## config.mk

```make
export PLATFORM = sky130hd
export DESIGN_NAME = ahb_input_port
export DESIGN_NICKNAME = d
export VERILOG_FILES = /design/src/rtl/ahb_input_port.sv
export SDC_FILE = /design/constraint.sdc
export NUM_CORES = 1
export LEC_CHECK = 0
export ABC_AREA = 1
export CAP_MARGIN = 10
export CELL_PAD_IN_SITES_DETAIL_PLACEMENT = 1
export CELL_PAD_IN_SITES_GLOBAL_PLACEMENT = 1
export CORE_ASPECT_RATIO = 0.6
export CORE_MARGIN = 3
export CORE_UTILIZATION = 43
export CTS_CLUSTER_DIAMETER = 200
export CTS_CLUSTER_SIZE = 25
export DETAILED_ROUTE_END_ITERATION = 8
export PLACE_DENSITY_LB_ADDON = 0.1
export SLEW_MARGIN = 10
export SYNTH_ARGS = -nofsm -noshare
export SYNTH_HDL_FRONTEND = slang
export SYNTH_SLANG_ARGS = --single-unit
```

## constraint.sdc

```tcl
create_clock -name HCLK -period 4.2 [get_ports HCLK]
set_clock_uncertainty 0.05 [all_clocks]
set_input_delay 0.84 -clock HCLK [delete_from_list [all_inputs] [get_ports HCLK]]
set_output_delay 0.84 -clock HCLK [all_outputs]
set_load 0.01 [all_outputs]
```

## src/rtl/ahb_input_port.sv

```systemverilog
// AHB-Lite responder exposing debounced joystick/KEY levels and sticky press events.
// Define INPUT_IRQ_EN to implement the IRQ_EN register and the level interrupt.
module ahb_input_port #(
  parameter int DEBOUNCE_CYCLES = 500000
) (
  input  logic        HCLK,
  input  logic        HRESET,
  input  logic        HSEL,
  input  logic [31:0] HADDR,
  input  logic [1:0]  HTRANS,
  input  logic        HWRITE,
  input  logic [2:0]  HSIZE,
  input  logic [31:0] HWDATA,
  input  logic        HREADY,
  output logic [31:0] HRDATA,
  output logic        HREADYOUT,
  output logic        HRESP,
  input  logic [3:0]  joystick,
  input  logic [3:0]  buttons,
  output logic        IRQ
);

  localparam int CW = $clog2(DEBOUNCE_CYCLES);
  localparam logic [CW-1:0] CNT_LAST = CW'(DEBOUNCE_CYCLES - 1);

  localparam logic [1:0] ADDR_STATUS = 2'd0;
  localparam logic [1:0] ADDR_PRESS  = 2'd1;
  localparam logic [1:0] ADDR_IRQ_EN = 2'd2;

  logic [7:0]         raw;
  logic [7:0]         sync1;
  logic [7:0]         sync2;
  logic [7:0]         level;
  logic [7:0]         level_nxt;
  logic [7:0][CW-1:0] cnt;
  logic [7:0][CW-1:0] cnt_nxt;
  logic [7:0]         press;
  logic [7:0]         press_set;
  logic [7:0]         press_clr;
  logic [7:0]         irq_en;

  logic       ph_valid;
  logic       ph_write;
  logic [1:0] ph_addr;
  logic       addr_ok;
  logic       wr_active;

  assign raw = {buttons, joystick};

  // A debounced bit flips only after DEBOUNCE_CYCLES consecutive mismatching samples.
  always_comb begin
    level_nxt = level;
    cnt_nxt   = '0;
    for (int i = 0; i < 8; i++) begin
      if (sync2[i] != level[i]) begin
        if (cnt[i] == CNT_LAST) begin
          level_nxt[i] = sync2[i];
        end else begin
          cnt_nxt[i] = cnt[i] + CW'(1);
        end
      end
    end
  end

  assign press_set = level_nxt & ~level;

  always_ff @(posedge HCLK) begin
    if (HRESET) begin
      sync1 <= '0;
      sync2 <= '0;
      level <= '0;
      cnt   <= '0;
    end else begin
      sync1 <= raw;
      sync2 <= sync1;
      level <= level_nxt;
      cnt   <= cnt_nxt;
    end
  end

  assign addr_ok   = HSEL & HREADY & HTRANS[1];
  assign wr_active = ph_valid & ph_write;

  always_ff @(posedge HCLK) begin
    if (HRESET) begin
      ph_valid <= 1'b0;
      ph_write <= 1'b0;
      ph_addr  <= '0;
    end else begin
      ph_valid <= addr_ok;
      if (addr_ok) begin
        ph_write <= HWRITE;
        ph_addr  <= HADDR[3:2];
      end
    end
  end

  assign press_clr = (wr_active && ph_addr == ADDR_PRESS) ? HWDATA[7:0] : 8'h00;

  // A new press landing on the same edge as its W1C must survive.
  always_ff @(posedge HCLK) begin
    if (HRESET) begin
      press <= '0;
    end else begin
      press <= (press & ~press_clr) | press_set;
    end
  end

`ifdef INPUT_IRQ_EN
  always_ff @(posedge HCLK) begin
    if (HRESET) begin
      irq_en <= '0;
    end else if (wr_active && ph_addr == ADDR_IRQ_EN) begin
      irq_en <= HWDATA[7:0];
    end
  end

  assign IRQ = |(press & irq_en);
`else
  assign irq_en = 8'h00;
  assign IRQ    = 1'b0;
`endif

  always_comb begin
    HRDATA = '0;
    if (ph_valid && !ph_write) begin
      case (ph_addr)
        ADDR_STATUS: HRDATA = {24'h0, level};
        ADDR_PRESS:  HRDATA = {24'h0, press};
        ADDR_IRQ_EN: HRDATA = {24'h0, irq_en};
        default:     HRDATA = '0;
      endcase
    end
  end

  assign HREADYOUT = 1'b1;
  assign HRESP     = 1'b0;

  logic unused_bits;
  assign unused_bits = ^{HSIZE, HADDR[31:4], HADDR[1:0], HTRANS[0], HWDATA[31:8]};

endmodule

```

==> flow_summary.yaml, run 1 <==
route:
  first_pass_iters: 5
  drtIter0Drc: 377
  drtAntennaViolNets: 0
  avgRoutedWirePerCell_um: 13.9
  drt-total-wl_mm: 24.1
  via_per_inst: 4.94
  drc: 0
  vias: 8557
synthesis:
  synthTopCellsByCount: "366 x nand2_1, 290 x nor2_1, 188 x dfxtp_1"
  synth_seq_cells: 188
  synth_flop_cell: "dfxtp_1"
  syn_inst: 1403
  synth_top_area_share_pct: 39.8
  synth_top_cell_by_area: "dfxtp_1"
  synthTopCellsByArea: "dfxtp_1 40%, nand2_1 15%, nor2_1 11%"
  async_flop_share_pct: 0
  synth_edf_count: 0
  avgSynthCellArea_um2: 6.75
  syn_area_um2: 9470
  yosysMostFrequentCell: "nand2_1"
  ys_warn_count: 0
  synth_cell_types: 34
  ys_seq_area_share_pct: 39.8
flow_run:
  drv_cap: 0
worst_setup_path:
  max_stage_delay_ps: 600
  crit_end: "HRDATA[1]"
  critical_path_buf_inv_count: 1
  r2r-start: "cnt[133]"
  start_kind: "flop"
  critPathKind: "flop to output pin"
  cp_max_fo: 8
  r2r_slack_ps: 2110
  worstSetupStartpoint: "ph_addr[1]"
  cp_top_family: "simple AND/OR/NAND/NOR gates"
  arrival_ps: 2270
  worst_setup_path_end_kind: "output pin"
  worstPathCellList: "nor2_1 > nand2_1 > a21oi_1 > clkdlybuf4s50_1"
  cp_num_cells: 4
  ff2ff_path_depth: 8
  worstPathRequired_ps: 3310
  slowest_stage: "nor2_1"
  rr_endpoint: "cnt[137]"
floorplanning:
  die_w_um: 198
  num_rows: 41
  die-height_um: 121
  io_pins: 117
  start_util_pct: 44.5
  die-area_um2: 23900
  core_um2: 21300
global_route:
  grt_pass1_wl_mm: 41.2
  grt_max_degree: 32
  grt_overflow_total: 0
  globalRouteTotalUtil_pct: 21.1
  grt_pass1_vias: 8442
  antenna_found_initial: 0
clock_tree:
  root_buffer: "clkbuf_16"
  clk-insertion-delay-late_ps: 450
  clock_sinks: 188
  cts_tree: "built"
  ctsHoldBuffers: 0
  numCtsBuffers: 17
  cts_setup_buffers: 0
  clockBufferDepth: 2
  cts_resized: 0
  cts_htree_levels: 4
  clk_pin_slew_worst_paths_ps: 70
layout:
  finalNonFillerCells: 1732
  seq_area_um2: 3760
  drive_gt1_share_pct: 6.95
  final_util_pct: 49.5
  area_delta_synth_final_pct: 11.4
  nets: 1530
  multi_input_area_um2: 4900
  antenna_cells: 0
  fill_cells: 2794
sta:
  slew_headroom_pct: 48.7
  max_freq_mhz: 316
  drv_slew: 0
  period_minus_slack_ps: 3160
  fin_crit_sh_pct: 75.3
  setup_viol: 0
  holdWs_ps: 351
  tightest_slew_ps: 767
  setup_tns_ps: 0
  hold_viol: 0
  rsz0062_at_grt: "no"
min_path:
  hold_path.class: "flop to flop"
  hold_start: "sync1[5]"
pwr:
  leakage_uw: 0.00357
  pwr_density_cell_nw_per_um2: 342
  p_total_uw: 3610
  max-vdd-ir-drop_mv: 0.257
placed_design:
  post-dp-hpwl_mm: 18.3
  numPortBuffers: 31
  dp_cells: 1700
  gp_congestion: 0.816
run_status:
  status: "finished clean"
-- where the power goes --
part	total (uW)	switching [uW]	internal, uW
clock network	1720	750	975
registers	1800	7.61	1790
logic	83.0	53.3	29.7
total	3610	811	2800
-- cell families after synthesis --
kind of cell / Yosys count / synth area share (%)
xor+xnor: 54 / 5.00
simple gates: 851 / 38.9
fa+ha+maj: 8 / 1.06
buf+inv: 198 / 9.45
other cells: 2 / 0.0793
compound gates: 102 / 5.75
flops: 188 / 39.8
-- placed cells by master (no fill, tap or decap), drive strengths merged, types with 26 or more instances in the layout --
master and n:
a21oi 84, clkdlybuf4s50 31, conb 27, dfxtp 188, inv 162, nand2 378, nand3 84, nor2 314
or2 26, xor2 38
-- routing by layer --
metal,GRT usage (%),vias up,part of all wire [%]
met3,4.08,17,3.0
met5,0,-,0
li1,-,4378,-
met2,31.4,82,41
met4,4.55,0,0.84
met1,31.7,4080,55
-- worst reg2reg max path, stage by stage, from the launching register on --
cell	delay, ps
dfxtp_1	450
ha_1	300
nand2_2	130
nor2_4	190
nand3_2	140
o21bai_4	420
inv_2	160
nand2_1	100
nor2_1	40
-- how the worst min path moves through the flow --
stage / slack (ps) / end / cells after the start
after detailed placement: 350 / sync2[5] / 2
final: 350 / sync2[5] / 2
after floorplan: 340 / sync2[0] / 2
after global placement: 340 / sync2[7] / 2
after global routing: 380 / sync2[5] / 2
after CTS: 350 / sync2[5] / 2
-- layout make-up --
class                   instances  area share [%]
repair buffers                 32            3.01
multi-input cells            1042            46.5
flip-flops and latches        188            35.7
well taps                     279            3.31
clock inverters                12            1.51
clock buffers                  20            4.33
inverters                     159            5.66
-- stage by stage --
stage | setup WS, ps | cell area, um2
global placement | 1460 | 9930
floorplan | 2380 | 9560
global route | 893 | 10500
finish | 1040 | 10500
detailed placement | 1450 | 9930
CTS | 951 | 10500
-- registers in the layout, indices dropped and copies added (netlist names) --
name      count
cnt         152
level         8
ph_addr       2
ph_valid      1
ph_write      1
press         8
sync1         8
sync2         8
No activity file was read; power rests on OpenSTA's default activity.
==> inputs of run 2 (changes only) <==
Settings changed: CORE_UTILIZATION 43 to 36.
Clock period 4.2 ns to 2.8 ns, I/O delays scaled along.
==> run 2 against run 1 <==
Net effect:
- sequential share of layout area is 0.32 points lower
- clock power is 47% higher
- worst hold slack better by 2.4 ps
- largest cell class unchanged
- cell area is 0.90% higher
- critical path depth is 1 higher
- die area is 19% higher
- utilization is 7.9 points lower
- setup slack worse by 850 ps
- register-to-register slack worse by 1400 ps
- global-route usage is 3.5 points lower
- combinational power is 57% higher
==> flow_summary.yaml, run 2 (synthesis gave the netlist of run 1 again) <==
layout:
  final_common_cell: "nand2_1"
  drive_gt1_share_pct: 7.07
  mostFrequentLayoutCells: "366 x nand2_1, 290 x nor2_1, 188 x dfxtp_1, 153 x inv_1, 84 x a21oi_1"
  fill_cells: 3317
  final_area_um2: 10600
  nets: 1533
  largest_register: "cnt"
  area_delta_synth_final_pct: 12.4
  finalNonFillerCells: 1808
  antenna_cells: 0
  largest_register_ffs: 152
min_path:
  hold_path.class: "flop to flop"
  hold_depth: 2
  hold_end: "sync2[6]"
  hold_start: "sync1[6]"
floorplanning:
  num_rows: 45
  die-area_um2: 28300
  die-height_um: 132
  die_w_um: 215
  io_pins: 117
  core_um2: 25600
  start_util_pct: 37.0
route:
  drtIter0Drc: 324
  avgRoutedWirePerCell_um: 13.5
  drt-total-wl_mm: 24.4
  vias: 8408
  drc: 0
  first_pass_iters: 4
  via_per_inst: 4.65
  drtAntennaViolNets: 0
sta:
  slew_headroom_pct: 65.0
  fin_crit_sh_pct: 93.4
  drv_slew: 0
  setup_viol: 0
  setup_tns_ps: 0
  tightest_slew_ps: 522
  rsz0062_at_grt: "no"
  hold_viol: 0
  period_minus_slack_ps: 2610
  max_freq_mhz: 383
  holdWs_ps: 353
pwr:
  p_comb_share_pct: 2.4
  p_sw_uw: 1240
  power.share.switching_pct: 23.2
  cell_internal_pwr_uw: 4120
  max-vdd-ir-drop_mv: 0.302
  clkPwrFrac_pct: 47.2
  pwr_density_cell_nw_per_um2: 504
  p_seq_share_pct: 50.4
  leakage_uw: 0.00358
clock_tree:
  clock_sinks: 188
  cts_setup_buffers: 0
  cts_resized: 1
  clockBufferDepth: 2
  cts_htree_levels: 4
  ctsHoldBuffers: 0
  clk-insertion-delay-late_ps: 450
  cts_tree: "built"
  root_buffer: "clkbuf_16"
  clk_pin_slew_worst_paths_ps: 70
  numCtsBuffers: 17
worst_setup_path:
  arrival_ps: 2000
  ff2ff_path_depth: 8
  worst_setup_path_end_kind: "output pin"
  worstPathRequired_ps: 2190
  critPathKind: "flop to output pin"
  rr_endpoint: "cnt[147]"
  r2r_slack_ps: 730
  r2r-start: "cnt[133]"
  start_kind: "flop"
  cp_max_fo: 9
flow_run:
  drv_cap: 0
global_route:
  grt_overflow_total: 0
  grt_max_degree: 22
  grt_pass1_vias: 8148
  antenna_found_initial: 0
  grt_pass1_wl_mm: 40.9
  globalRouteTotalUtil_pct: 17.6
placed_design:
  dp_cells: 1776
  gp_congestion: 0.791
  post-dp-hpwl_mm: 18.6
  place_area_um2: 10000
  numPortBuffers: 31
run_status:
  status: "finished clean"
run 2: changes by cell type in the layout (fill, tap and decap cells not counted):
cell        previous run  this run
inv_6                  3         5
nor2_2                17        16
bufinv_16              3         2
clkbuf_1               1         2
clkinvlp_4             2         0
nor2_4                 7         8
buf_4                  1         4
run 2: worst max-delay path, cell delays in order (launching register included):
cell and delay, ps:
dfxtp_1 340, inv_1 80, nor2_4 240, nand2_1 90, a21oi_1 220, clkdlybuf4s50_1 580
run 2: cell type report:
type	count	area (um2)	area share, %
Sequential cell	188	3760	35.4
Tap cell	352	440	4.14
Inverter	159	597	5.61
Clock inverter	11	131	1.23
Clock buffer	21	460	4.33
Multi-Input combinational cell	1042	4910	46.1
Timing Repair Buffer	35	340	3.20
run 2: power groups by stage:
| stage | Combinational, uW | Clock [uW] | Sequential (uW) |
|---|---|---|---|
| final | 130 | 2530 | 2700 |
| after global routing | 145 | 2710 | 2700 |
| after CTS | 131 | 2610 | 2700 |
| after detailed placement | 130 | 0 | 2760 |
| after global placement | 129 | 0 | 2760 |
| after floorplan | 100 | 0 | 2760 |
run 2: stage by stage:
| step | setup slack (ps) | utilization [%] | power, uW |
|---|---|---|---|
| final | 186 | 41.6 | 5360 |
| after global routing | 10.4 | 41.6 | 5560 |
| after global placement | 520 | 39.3 | 2890 |
| after floorplan | 1260 | - | 2860 |
| after detailed placement | 473 | 39.3 | 2890 |
| after CTS | 112 | 41.6 | 5440 |
run 2: worst max-delay path by stage:
| stage | slack (ps) | depth (start not counted) | startpoint | to |
|---|---|---|---|---|
| global placement | 520 | 8 | HRESET | cnt[35] |
| global route | 10 | 5 | ph_addr[0] | HRDATA[3] |
| detailed placement | 470 | 5 | ph_addr[0] | HRDATA[0] |
| finish | 190 | 5 | ph_addr[0] | HRDATA[0] |
| floorplan | 1260 | 3 | ph_addr[1] | HRDATA[0] |
| CTS | 110 | 5 | ph_addr[0] | HRDATA[0] |
run 2: layer usage:
metal | GRT usage [%] | routed length (um)
met1 | 27.4 | 14000
met2 | 24.3 | 9440
met3 | 3.98 | 716
met4 | 4.03 | 227
met5 | 0 | 0
==> inputs of run 3 (changes only) <==
Settings changed: SKIP_LAST_GASP set to 1.
==> results of run 3 <==
Final layout, timing and power as in run 2 (identical DEF).
